$ cat src/rtl/mult_arbiter.sv
// Two-requester round-robin front end for a shared 16x16 signed multiplier.
// Accepts one command at a time, issues it to the multiplier, waits for the
// result (or aborts after TIMEOUT cycles) and holds the response until taken.
module mult_arbiter #(
  parameter int unsigned TIMEOUT = 255
) (
  input  logic        clk,
  input  logic        rst_n,
  // requester 0
  input  logic        cmd0_valid,
  output logic        cmd0_ready,
  input  logic [15:0] cmd0_a,
  input  logic [15:0] cmd0_b,
  input  logic        cmd0_a_parity,
  input  logic        cmd0_b_parity,
  // requester 1
  input  logic        cmd1_valid,
  output logic        cmd1_ready,
  input  logic [15:0] cmd1_a,
  input  logic [15:0] cmd1_b,
  input  logic        cmd1_a_parity,
  input  logic        cmd1_b_parity,
  // shared multiplier
  output logic        m_req,
  output logic [15:0] m_arg_a,
  output logic [15:0] m_arg_b,
  output logic        m_arg_a_parity,
  output logic        m_arg_b_parity,
  input  logic        m_ack,
  input  logic        m_result_rdy,
  input  logic [31:0] m_result,
  input  logic        m_result_parity,
  input  logic        m_arg_parity_error,
  // response
  output logic        rsp_valid,
  input  logic        rsp_ready,
  output logic        rsp_id,
  output logic [31:0] rsp_result,
  output logic        rsp_result_parity,
  output logic        rsp_parity_error,
  output logic        rsp_timeout,
  output logic        busy
);

  localparam int unsigned CntW = $clog2(TIMEOUT + 1);
  // Last cycle in which a result may still be accepted; the count reaches
  // TIMEOUT at the end of it.
  localparam logic [CntW-1:0] CntLast = CntW'(TIMEOUT - 1);

  typedef enum logic [1:0] {StIdle, StReq, StWait, StRsp} state_e;

  state_e          state_q, state_d;
  logic            rr_q, rr_d;
  logic [CntW-1:0] cnt_q, cnt_d;
  logic            id_q, id_d;
  logic [15:0]     arg_a_q, arg_a_d, arg_b_q, arg_b_d;
  logic            arg_ap_q, arg_ap_d, arg_bp_q, arg_bp_d;
  logic [31:0]     res_q, res_d;
  logic            res_p_q, res_p_d, perr_q, perr_d, tmo_q, tmo_d;
  logic            m_req_q, m_req_d, rsp_valid_q, rsp_valid_d, busy_q, busy_d;
  logic            gnt_id;
  logic            capture;

  // Next-state, arbitration, operand latching and response capture.
  always_comb begin
    state_d    = state_q;
    rr_d       = rr_q;
    cnt_d      = cnt_q;
    id_d       = id_q;
    arg_a_d    = arg_a_q;
    arg_b_d    = arg_b_q;
    arg_ap_d   = arg_ap_q;
    arg_bp_d   = arg_bp_q;
    res_d      = res_q;
    res_p_d    = res_p_q;
    perr_d     = perr_q;
    tmo_d      = tmo_q;
    cmd0_ready = 1'b0;
    cmd1_ready = 1'b0;
    capture    = 1'b0;
    // Requester 1 wins if it is the only one asking or the pointer favours it.
    gnt_id     = cmd1_valid & (~cmd0_valid | rr_q);

    unique case (state_q)
      StIdle: begin
        if (cmd0_valid | cmd1_valid) begin
          cmd0_ready = ~gnt_id;
          cmd1_ready = gnt_id;
          id_d       = gnt_id;
          arg_a_d    = gnt_id ? cmd1_a : cmd0_a;
          arg_b_d    = gnt_id ? cmd1_b : cmd0_b;
          arg_ap_d   = gnt_id ? cmd1_a_parity : cmd0_a_parity;
          arg_bp_d   = gnt_id ? cmd1_b_parity : cmd0_b_parity;
          cnt_d      = '0;
          state_d    = StReq;
        end
      end
      StReq, StWait: begin
        cnt_d   = cnt_q + CntW'(1);
        // A result is only meaningful once the operands were accepted.
        capture = m_result_rdy & ((state_q == StWait) | m_ack);
        if (capture) begin
          res_d   = m_result;
          res_p_d = m_result_parity;
          perr_d  = m_arg_parity_error;
          tmo_d   = 1'b0;
          state_d = StRsp;
        end else if (cnt_q == CntLast) begin
          res_d   = '0;
          res_p_d = 1'b0;
          perr_d  = 1'b0;
          tmo_d   = 1'b1;
          state_d = StRsp;
        end else if ((state_q == StReq) && m_ack) begin
          state_d = StWait;
        end
      end
      StRsp: begin
        if (rsp_ready) begin
          rr_d    = ~id_q;
          state_d = StIdle;
        end
      end
      default: state_d = StIdle;
    endcase

    m_req_d     = (state_d == StReq);
    rsp_valid_d = (state_d == StRsp);
    busy_d      = (state_d != StIdle);
  end

  // State and registered outputs; reset clears everything asynchronously.
  always_ff @(posedge clk or negedge rst_n) begin
    if (!rst_n) begin
      state_q     <= StIdle;
      rr_q        <= 1'b0;
      cnt_q       <= '0;
      id_q        <= 1'b0;
      arg_a_q     <= '0;
      arg_b_q     <= '0;
      arg_ap_q    <= 1'b0;
      arg_bp_q    <= 1'b0;
      res_q       <= '0;
      res_p_q     <= 1'b0;
      perr_q      <= 1'b0;
      tmo_q       <= 1'b0;
      m_req_q     <= 1'b0;
      rsp_valid_q <= 1'b0;
      busy_q      <= 1'b0;
    end else begin
      state_q     <= state_d;
      rr_q        <= rr_d;
      cnt_q       <= cnt_d;
      id_q        <= id_d;
      arg_a_q     <= arg_a_d;
      arg_b_q     <= arg_b_d;
      arg_ap_q    <= arg_ap_d;
      arg_bp_q    <= arg_bp_d;
      res_q       <= res_d;
      res_p_q     <= res_p_d;
      perr_q      <= perr_d;
      tmo_q       <= tmo_d;
      m_req_q     <= m_req_d;
      rsp_valid_q <= rsp_valid_d;
      busy_q      <= busy_d;
    end
  end

  assign m_req             = m_req_q;
  assign m_arg_a           = arg_a_q;
  assign m_arg_b           = arg_b_q;
  assign m_arg_a_parity    = arg_ap_q;
  assign m_arg_b_parity    = arg_bp_q;
  assign rsp_valid         = rsp_valid_q;
  assign rsp_id            = id_q;
  assign rsp_result        = res_q;
  assign rsp_result_parity = res_p_q;
  assign rsp_parity_error  = perr_q;
  assign rsp_timeout       = tmo_q;
  assign busy              = busy_q;

endmodule

$ cat config.mk
export PLATFORM = sky130hd
export DESIGN_NAME = mult_arbiter
export DESIGN_NICKNAME = d
export VERILOG_FILES = /design/src/rtl/mult_arbiter.sv
export SDC_FILE = /design/constraint.sdc
export NUM_CORES = 1
export LEC_CHECK = 0
export CORE_ASPECT_RATIO = 0.5
export CORE_MARGIN = 2
export CORE_UTILIZATION = 25
export DETAILED_ROUTE_END_ITERATION = 10
export SLEW_MARGIN = 20
export SYNTH_ARGS = -nofsm -noshare
export SYNTH_HDL_FRONTEND = slang
export SYNTH_SLANG_ARGS = --single-unit
$ cat constraint.sdc
create_clock -name clk -period 5.38 [get_ports clk]
set_input_delay 1.076 -clock clk [delete_from_list [all_inputs] [get_ports clk]]
set_output_delay 1.076 -clock clk [all_outputs]
set_load 0.01 [all_outputs]
### Word level (Yosys, flattened, before mapping)

Index checks and enable logic that the tools add are counted.

| word-level totals | value |
|---|---|
| bits in registers | 84 |
| bits of input ports | 109 |
| output and inout bits | 75 |
| word-level logic and storage cells | 64 |

| cells by class | value |
|---|---|
| add/subtract/negate cells | 1 |
| equal/unequal tests | 7 |
| mux-type cells | 23 |
| bitwise gates (word level) | 8 |
| reductions and logical operators | 10 |

Operator list:

| kind | count |
|---|---|
| 2-to-1 mux 32 bit | 2 |
| 2-to-1 mux 16 bit | 2 |
| case mux 8 bit (2 select lines) | 1 |
| 2-to-1 mux 1 bit | 11 |
| 2-to-1 mux 2 bit | 5 |
| adder 8 x 1 -> 8 bit, second input constant | 1 |
| equality test 8 bit, second input constant | 1 |
| 2-to-1 mux 8 bit | 1 |
| AND reduction 2 bit | 4 |
| equality test 2 bit, second input constant | 3 |
| case mux 2 bit (3 select lines) | 1 |
| nonzero test 2 bit | 3 |
| equality test 2 x 1 -> 1 bit, second input constant | 2 |
| NOT 1 bit | 3 |
| bitwise OR 1 bit | 3 |
| bitwise AND 1 bit | 2 |
| logical NOT 2 bit | 1 |
| != test 2 bit, second input constant | 1 |
| OR reduction 2 bit | 1 |
| logical AND 1 bit | 1 |

### Logic depth before layout (Yosys ltp)

| logic depth | value |
|---|---|
| depth after elaboration | 7 |
| depth in mapped cells | 9 |
| mapped depth without buffers | 7 |

### Worst setup path before layout

OpenSTA, ideal clock, no wires.

| path | value |
|---|---|
| kind | input port to output port |
| start | input cmd0_valid |
| end | output cmd0_ready |
| arrival time | 1811 ps |
| data required time | 4304 ps |
| slack | 2493 ps |
| stages on the path | 4 |
| buffers on the path | 1 |
| path through | inv_1 > o21ai_2 > nor2b_1 > buf_2 |

| between the ends | value |
|---|---|
| word-level cells in the longest chain between the ends | 6 |
| elaborated cells on any way between the ends | 7 |
| classes of those cells | mux (2); bitwise (5) |

RTL lines:

| what | line | text |
|---|---|---|
| start: declaration | 10 | `input logic cmd0_valid,` |
| NOT 1 bit | 82 | `gnt_id = cmd1_valid & (~cmd0_valid \| rr_q);` |
| bitwise OR 1 bit | 82 |  |
| bitwise AND 1 bit | 82 |  |
| NOT 1 bit | 87 | `cmd0_ready = ~gnt_id;` |
| 2-to-1 mux 1 bit * | 86 | `if (cmd0_valid \| cmd1_valid) begin` |
| 2-to-1 mux 1 bit * | 84 | `unique case (state_q)` |
| end: declaration | 11 | `output logic cmd0_ready,` |

Mark *: on every way between the ends. The rest lies on a longest branch, timed or not.

### Worst setup path in the final report

Ends and elaborated chain as after synthesis.

==> metrics.txt <==
worst-path fanout max 13; crit path buf inv count 4; final hold vios 0; worst-margin pin slew 759 ps; CP most frequent cell clkdlybuf4s50_1; status finished clean; period utilization 0.750; EDFF count, synth 0; post-synth net total 413; vias in the first global route 2913; crit-path max cell delay 600 ps; max-slew violation count 0; largest net degree at the start of global routing 85; Worst Setup Start Kind primary input; hold_buf cts 0; vias per cell 4.35; Iteration-0 DRC Markers 153; Die ar. 15300 µm²; Required @ worst endpoint 4300 ps; drt pass-1 iters 4; antenna violations before repair 0; CP endpoint kind primary output; DP HPWL 7360 µm; total grt overflow 0; Initial Utilization 0.259; Setup Viol. Count Final 0; clk slew on worst S/H paths 60 ps; #FFs+latches synth 84; post-CTS resize count 0; fmax 248 MHz; final instance area 5900 µm²; I/O pin count 184; IR drop worst, VDD 149 µV; Slew HR 0.494; Cell Pwr Density 530 nW/µm²; final non-filler cell total 677; layout cells sized above 1 0.0639; final core utilization 0.429; Rows 30; antenna cells 0; Post-CTS Setup Repair Bufs 0; CP arrival 2960 ps; leak pwr 2.59 nW; Die H 88.4 µm; Num CTS Buffers 9; most common cell after layout, fill and taps aside clkdlybuf4s50_1; RD Place Congestion 0.721; Hold WC Path Type reg2reg; most frequent cells in the layout 182 x clkdlybuf4s50_1, 84 x dfrtp_1, 36 x a22o_1, 29 x nand2_1, 26 x o21ai_0; first-pass GRT wire length 15700 µm; FFs w/ async S/R, synth 1.00; worst-path cell chain clkdlybuf4s50_1 > inv_1 > o21ai_4 > nor2b_1 > buf_4 > clkdlybuf4s50_1; Die W 173 µm; Final Critical Period 4030 ps; Area after DPL 5620 µm²; RSZ-0062 raised after global routing false; via count 2942; CP top delay family buffers and inverters; slowest CP cell clkdlybuf4s50_1; Mapped Cells 298; placed cell count 661; Netlist cell types 41; Mapped Area 3560 µm²; all-layer global routing usage 0.132; nets 595; final-layout fill cell count 1317; maximum root-to-sink buffer count 2; register area share after synthesis 0.590; final wirelength 10100 µm; final antenna-violating net count 0; routed len/inst 14.9 µm; Core ar. 13700 µm²; layout overhead on the synthesized area 65.6%; Syn Area/Cell 12.0 µm²; MaxCap Viol Count 0; clk sinks 84; H-tree Lvls 3; synth warn 0; Clock Skews 9.95 ps; setup ws final 1350 ps; worst slack, placed 1370 ps; Root Buffer clkbuf_16; DRC viols 0; CTS tree built; clock latency on the worst-skew pair 330 ps; IO buf count 183; TNS Setup 0 ps; Main synth FF type dfrtp_1; WS Path Type in2out
-- path summary, 6_finish.rpt --
check	startpoint	end	slack (ps)	cells after the start
worst max-delay path	cmd0_valid	cmd0_ready	1350	6
worst min-delay path	m_arg_b[10]	m_arg_b[10]	480	2
worst max register to register	state_q[0]	m_req	2860	7
worst min register to register	m_arg_b[10]	m_arg_b[10]	480	2
max in group asynchronous	rst_n	m_arg_b_parity	4080	1
min in group asynchronous	rst_n	m_arg_a[3]	800	1
-- cells in the mapped netlist (all sizes together) (2+ instances only) --
library cell / count / share of area
nor2: 9 / 0.010
nor4: 2 / 0.0035
nand4: 2 / 0.0035
dfrtp: 84 / 0.59
nand2: 29 / 0.031
buf: 7 / 0.010
a21o: 2 / 0.0042
clkbuf: 11 / 0.012
xnor2: 2 / 0.0049
mux2i: 22 / 0.062
a22o: 37 / 0.091
and4: 2 / 0.0049
o21ai: 28 / 0.040
inv: 8 / 0.0084
nand3: 2 / 0.0028
a21oi: 4 / 0.0067
or3: 2 / 0.0035
and2: 13 / 0.023
or4: 2 / 0.0053
ha: 6 / 0.021
a221o: 12 / 0.034
-- power breakdown --
| part | switching (W) | internal (W) |
|---|---|---|
| Combinational | 0.000643 | 0.000822 |
| Sequential | 0.000158 | 0.000921 |
| Clock | 0.000264 | 0.000317 |
-- sequential cells by signal, indices dropped and copies added, names as in the netlist, 2 cells and up --
signal,cells
state_q,2
m_arg_b,16
m_arg_a,16
rsp_result,32
cnt_q,8
-- worst reg2reg max path: stages, from the launching register on --
cell and delay, ps:
dfrtp_1 400, inv_1 100, ha_1 440, and4_1 290, a21oi_2 480, buf_4 380, a22o_1 250, and2_1 130
-- per-stage QoR --
step | power, W | hold WS (ps)
after floorplan | 0.00178 | 488
after global placement | 0.00256 | 462
after detailed placement | 0.00258 | 471
after CTS | 0.00318 | 485
after global routing | 0.00334 | 511
final | 0.00313 | 478
-- cell type report --
| cell class | instances | area, µm² | share of cell area |
|---|---|---|---|
| repair buffers | 189 | 1880 | 0.318 |
| clock buffers | 10 | 229 | 0.0388 |
| flip-flops and latches | 84 | 2100 | 0.356 |
| well taps | 192 | 240 | 0.0407 |
| multi-input cells | 188 | 1370 | 0.232 |
| inverters | 8 | 30.0 | 0.00509 |
| clock inverters | 6 | 48.8 | 0.00827 |
-- cells by family (layout without fill, tap and decap cells) --
group           count (synthesis)  in the layout  synth area share
fa+ha+maj                       6              6            0.0211
buf+inv                        26            213            0.0302
flops                          84             84             0.590
compound gates                 90             90             0.193
mux                            22             22            0.0618
xor+xnor                        3              3           0.00738
simple gates                   67             67            0.0966
-- routing by layer --
| metal | part of all wire | GRT usage | up-vias |
|---|---|---|---|
| met5 | 0 | 0 | - |
| met4 | 0.013 | 0.0416 | 0 |
| met3 | 0.054 | 0.0460 | 8 |
| met2 | 0.48 | 0.224 | 80 |
| met1 | 0.45 | 0.161 | 1404 |
| li1 | - | - | 1450 |
No activity file was read; power rests on OpenSTA's default activity.
==> variant 1: new RTL, same flow settings <==
Register the output `rsp_parity_error` once more; this adds one clock of latency there. The other outputs are not delayed to match.
--- a/src/rtl/mult_arbiter.sv
+++ b/src/rtl/mult_arbiter.sv
@@ -176,5 +176,7 @@
   assign rsp_result        = res_q;
   assign rsp_result_parity = res_p_q;
-  assign rsp_parity_error  = perr_q;
+  always_ff @(posedge clk) begin
+    rsp_parity_error <= perr_q;
+  end
   assign rsp_timeout       = tmo_q;
   assign busy              = busy_q;
Check against the original RTL: not equivalent (a bounded check fails within 4 cycles, from zero or initial values and one cycle with rst_n low).
==> variant 1 against the unedited design <==
- total power rose by 3.1%
- final area rose by 1.4%
- worst setup slack got worse by 0.18 ns
- utilization rose by 0.49 points
- sequential cell count rose by 1
- routed wire length rose by 1.3%
- synthesized cell count rose by 0.34%
- count of clock-buffer cells in the layout did not move
- final cell count rose by 0.30%
- area after synthesis rose by 0.56%
- critical path type unchanged
==> variant 1: results (changes against the unedited design) <==
status complete, no violations (unchanged); DP HPWL 7420 um (was 7360 um); routed wire length 10200 um (was 10100 um); Pleak 2.64 nW (was 2.59 nW); initial DRC count 136 (was 153); FF-to-FF path depth 6 (was 7); post-DR wirelength/cell 15.1 um (was 14.9 um); layout cells sized above 1 6.57% (was 6.39%); layout filler cell count 1305 (was 1317); ys async rst share 98.8% (was 100%); count of cell types in the netlist 42 (was 41); Placed Area 5670 sq um (was 5620 sq um); NumNets Final 597 (was 595); Peak VDD IR 0.195 mV (was 0.149 mV); syn nets 414 (was 413); post-synthesis sequential area ratio 59.2% (was 59.0%); Critical-path top delay cell clkdlybuf4s50_1 (unchanged); vias in the first global route 2936 (was 2913); pre-CTS setup slack 1.17 ns (was 1.37 ns); worst path arrival time 3.13 ns (was 2.96 ns); worst-path maximum fanout 22 (was 13); final hold slack 0.389 ns (was 0.478 ns); fin crit period 4.21 ns (was 4.03 ns); largest net degree at the start of global routing 60 (was 85); First-pass DRT Iterations 5 (was 4); setup slack, reg-to-reg 2.84 ns (was 2.86 ns); Area contributors post-synth dfrtp_1 59%, a22o_1 8.8%, mux2i_1 6.1% (was dfrtp_1 59%, a22o_1 8.9%, mux2i_1 6.2%); max FFs per register 32 (unchanged); Final Wtd Congestion 0.764 (was 0.721); post-placement cell count 663 (was 661); first-pass GRT wire length 16200 um (was 15700 um); most frequent cells after synthesis 84 x dfrtp_1, 36 x a22o_1, 29 x nand2_1, 26 x o21ai_0, 22 x mux2i_1 (unchanged); initial antenna violation count 0 (unchanged); Slew @ Worst Pin 0.894 ns (was 0.759 ns); syn avg cell area 12.0 sq um (about the same); GRT Total Usage 13.2% (about the same); Vias 3021 (was 2942); final clock skew 0.00899 ns (was 0.00995 ns); Hold Crit Depth 0 (was 2); Residual DRC 0 (unchanged)
-- variant 1: cell count changes after synthesis, sizes merged --
| cell | before | now |
|---|---|---|
| dfxtp | 0 | 1 |
-- variant 1: worst paths after layout --
path,from,endpoint
min,perr_q,rsp_parity_error
min in group asynchronous,rst_n,m_arg_b[1]
min reg2reg,perr_q,rsp_parity_error
max,cmd0_valid,cmd1_ready
max in group asynchronous,rst_n,rsp_result[4]
max reg2reg,state_q[0],rsp_result[24]
-- variant 1: kinds of logic after synthesis --
family	after synthesis	share of synthesized area, %
compound gates	90	19.2
flops	85	59.2
simple gates	67	9.61
buf+inv	26	3.00
mux	22	6.15
fa+ha+maj	6	2.10
xor+xnor	3	0.734
-- variant 1: cell type report --
cell class	count	area, sq um	area share, %
Sequential cell	85	2120	35.5
Timing Repair Buffer	190	1900	31.8
Multi-Input combinational cell	188	1370	22.9
Tap cell	192	240	4.02
Clock buffer	10	229	3.83
Clock inverter	6	88.8	1.48
Inverter	8	30.0	0.502
-- variant 1: routing by layer --
| metal | vias to the layer above | track usage, % | wire, um |
|---|---|---|---|
| met5 | - | 0 | 0 |
| met4 | 0 | 3.70 | 119 |
| met3 | 9 | 2.75 | 352 |
| met2 | 82 | 21.9 | 4970 |
| met1 | 1467 | 17.8 | 4780 |
| li1 | 1463 | - | - |
-- variant 1: worst max-delay path: cells and delay by family --
family                 cells  cell delay, ns
AO/OA/AOI/OAI              1            0.18
AND/OR/NAND/NOR            1            0.08
buffers and inverters      5            1.79
-- variant 1: power breakdown --
part           internal, mW  total (mW)  switching (mW)
Clock                 0.407       0.654           0.248
Sequential            0.932        1.09           0.160
Combinational         0.824        1.47           0.651
==> variant 2: new RTL, same settings <==
Without the edit above. The parameter `TIMEOUT` goes from 255 to 510.
--- a/src/rtl/mult_arbiter.sv
+++ b/src/rtl/mult_arbiter.sv
@@ -3,5 +3,5 @@
 // result (or aborts after TIMEOUT cycles) and holds the response until taken.
 module mult_arbiter #(
-  parameter int unsigned TIMEOUT = 255
+  parameter int unsigned TIMEOUT = 510
 ) (
   input  logic        clk,
Function: same outputs for any inputs over 10 cycles, from zero or initial values and one cycle with rst_n low; that may be too few to reach the edited logic, so the function may still have changed.
==> variant 2 against the unedited design <==
- critical path type unchanged
- highest routed layer unchanged
- clock power is 5.3% higher
- non-clock buffer count decreased by 1
- sequential cell count is 1 higher
- area after synthesis up 4.2%
- worst setup slack worse by 0.069 ns
- routed wire length increased by 2.7%
- total power rose by 3.3%
- global-route usage grew 0.15 points
- utilization is 1.4 points lower
- final area is 2.0% higher
==> variant 2: results (changes against the unedited design) <==
status complete, no violations (unchanged); layout cells sized above 1 5.91% (was 6.39%); setup slack, reg-to-reg 2.84 ns (was 2.86 ns); worst path arrival time 3.03 ns (was 2.96 ns); Final Wtd Congestion 0.732 (was 0.721); postcts setup bufs 0 (unchanged); reg2reg end state_q[1] (was m_req); FF-to-FF path depth 7 (unchanged); Clock group 0.612 mW (was 0.581 mW); sequential power roughly 1.1 mW; count of cell types in the netlist 39 (was 41); Pint 2.13 mW (was 2.06 mW); Vias 3022 (was 2942); final clock skew 0.00511 ns (was 0.00995 ns); Hold Crit Depth 2 (unchanged); ys async rst share 100% (unchanged); routed wire length 10400 um (was 10100 um); worst-path maximum fanout 24 (was 13); Peak VDD IR 0.180 mV (was 0.149 mV); initial core utilization 25.7% (was 25.9%); syn nets 423 (was 413); Pleak 2.61 nW (was 2.59 nW); layout filler cell count 1389 (was 1317); Comb group 1.51 mW (was 1.46 mW); Final Hold Viols 0 (unchanged); post-synthesis sequential area ratio 57.3% (was 59.0%); Slew headroom 48.6% (was 49.4%); most frequent cells after synthesis 85 x dfrtp_1, 34 x a22o_1, 28 x nand2_1, 25 x o21ai_1, 24 x mux2i_1 (was 84 x dfrtp_1, 36 x a22o_1, 29 x nand2_1, 26 x o21ai_0, 22 x mux2i_1); Area contributors post-synth dfrtp_1 57%, a22o_1 8.0%, mux2i_1 6.5% (was dfrtp_1 59%, a22o_1 8.9%, mux2i_1 6.2%); initial antenna violation count 0 (unchanged); crit path to cmd1_ready (was cmd0_ready); largest net degree at the start of global routing 86 (was 85); first-pass GRT wire length 16800 um (was 15700 um); Synth warnings 0 (unchanged); vias in the first global route 3114 (was 2913); Root Buffer clkbuf_16 (unchanged); diodes inserted 0 (unchanged); Hold Path Sink m_arg_b[0] (was m_arg_b[10]); DP HPWL 7460 um (was 7360 um); Critical Path Max Stage Delay 0.58 ns (was 0.60 ns); NumNets Final 601 (was 595); First-pass DRT Iterations 4 (unchanged); TritonCTS Buffers 9 (unchanged); Hold Startpoint m_arg_b[0] (was m_arg_b[10]); GRT Total Usage 13.3% (was 13.2%)
==> variant 2: cell types whose count changed in the layout (fill, tap and decap cells not counted), moves of 3 or more <==
| cell | delta |
|---|---|
| a211oi_2 | +3 |
| o21ai_1 | +25 |
| o21ai_0 | -21 |
| nand3_1 | +3 |
| inv_1 | -3 |
| xnor2_1 | +4 |
==> variant 2: metrics by stage <==
step | cells | instance area [sq um] | setup slack [ns] | hold slack, ns
global route | 689 | 6020 | 1.16 | 0.504
floorplan | 308 | 3710 | 2.60 | 0.503
detailed placement | 673 | 5720 | 1.26 | 0.475
global placement | 673 | 5720 | 1.29 | 0.468
finish | 689 | 6020 | 1.28 | 0.481
CTS | 689 | 6010 | 1.26 | 0.487
==> variant 2: cells by family (layout without fill, tap and decap cells) <==
group                      Yosys count  count (layout)  share of synthesized area, %
buffers and inverters               27             210                          3.71
adders and majority gates            6               6                          2.02
AOI/OAI and AO/OA                   93              93                          20.3
xor gates and xnor gates             6               6                          1.42
muxes                               24              24                          6.47
and+or+nand+nor                     67              67                          8.80
DFF                                 85              85                          57.3
==> variant 2: final cells by class <==
| cell class | instances | area (sq um) | area share [%] |
|---|---|---|---|
| Multi-Input combinational cell | 196 | 1450 | 24.2 |
| Timing Repair Buffer | 188 | 1870 | 31.1 |
| Inverter | 6 | 22.5 | 0.374 |
| Tap cell | 198 | 248 | 4.12 |
| Clock buffer | 12 | 246 | 4.10 |
| Sequential cell | 85 | 2130 | 35.4 |
| Clock inverter | 4 | 47.5 | 0.790 |
==> variant 2: metal layers <==
metal	track usage, %	part of all wire [%]	up-vias
met3	3.72	5.2	5
met2	22.3	50	67
met5	0	0	-
met1	17.3	45	1477
li1	-	-	1473
met4	2.89	0.60	0
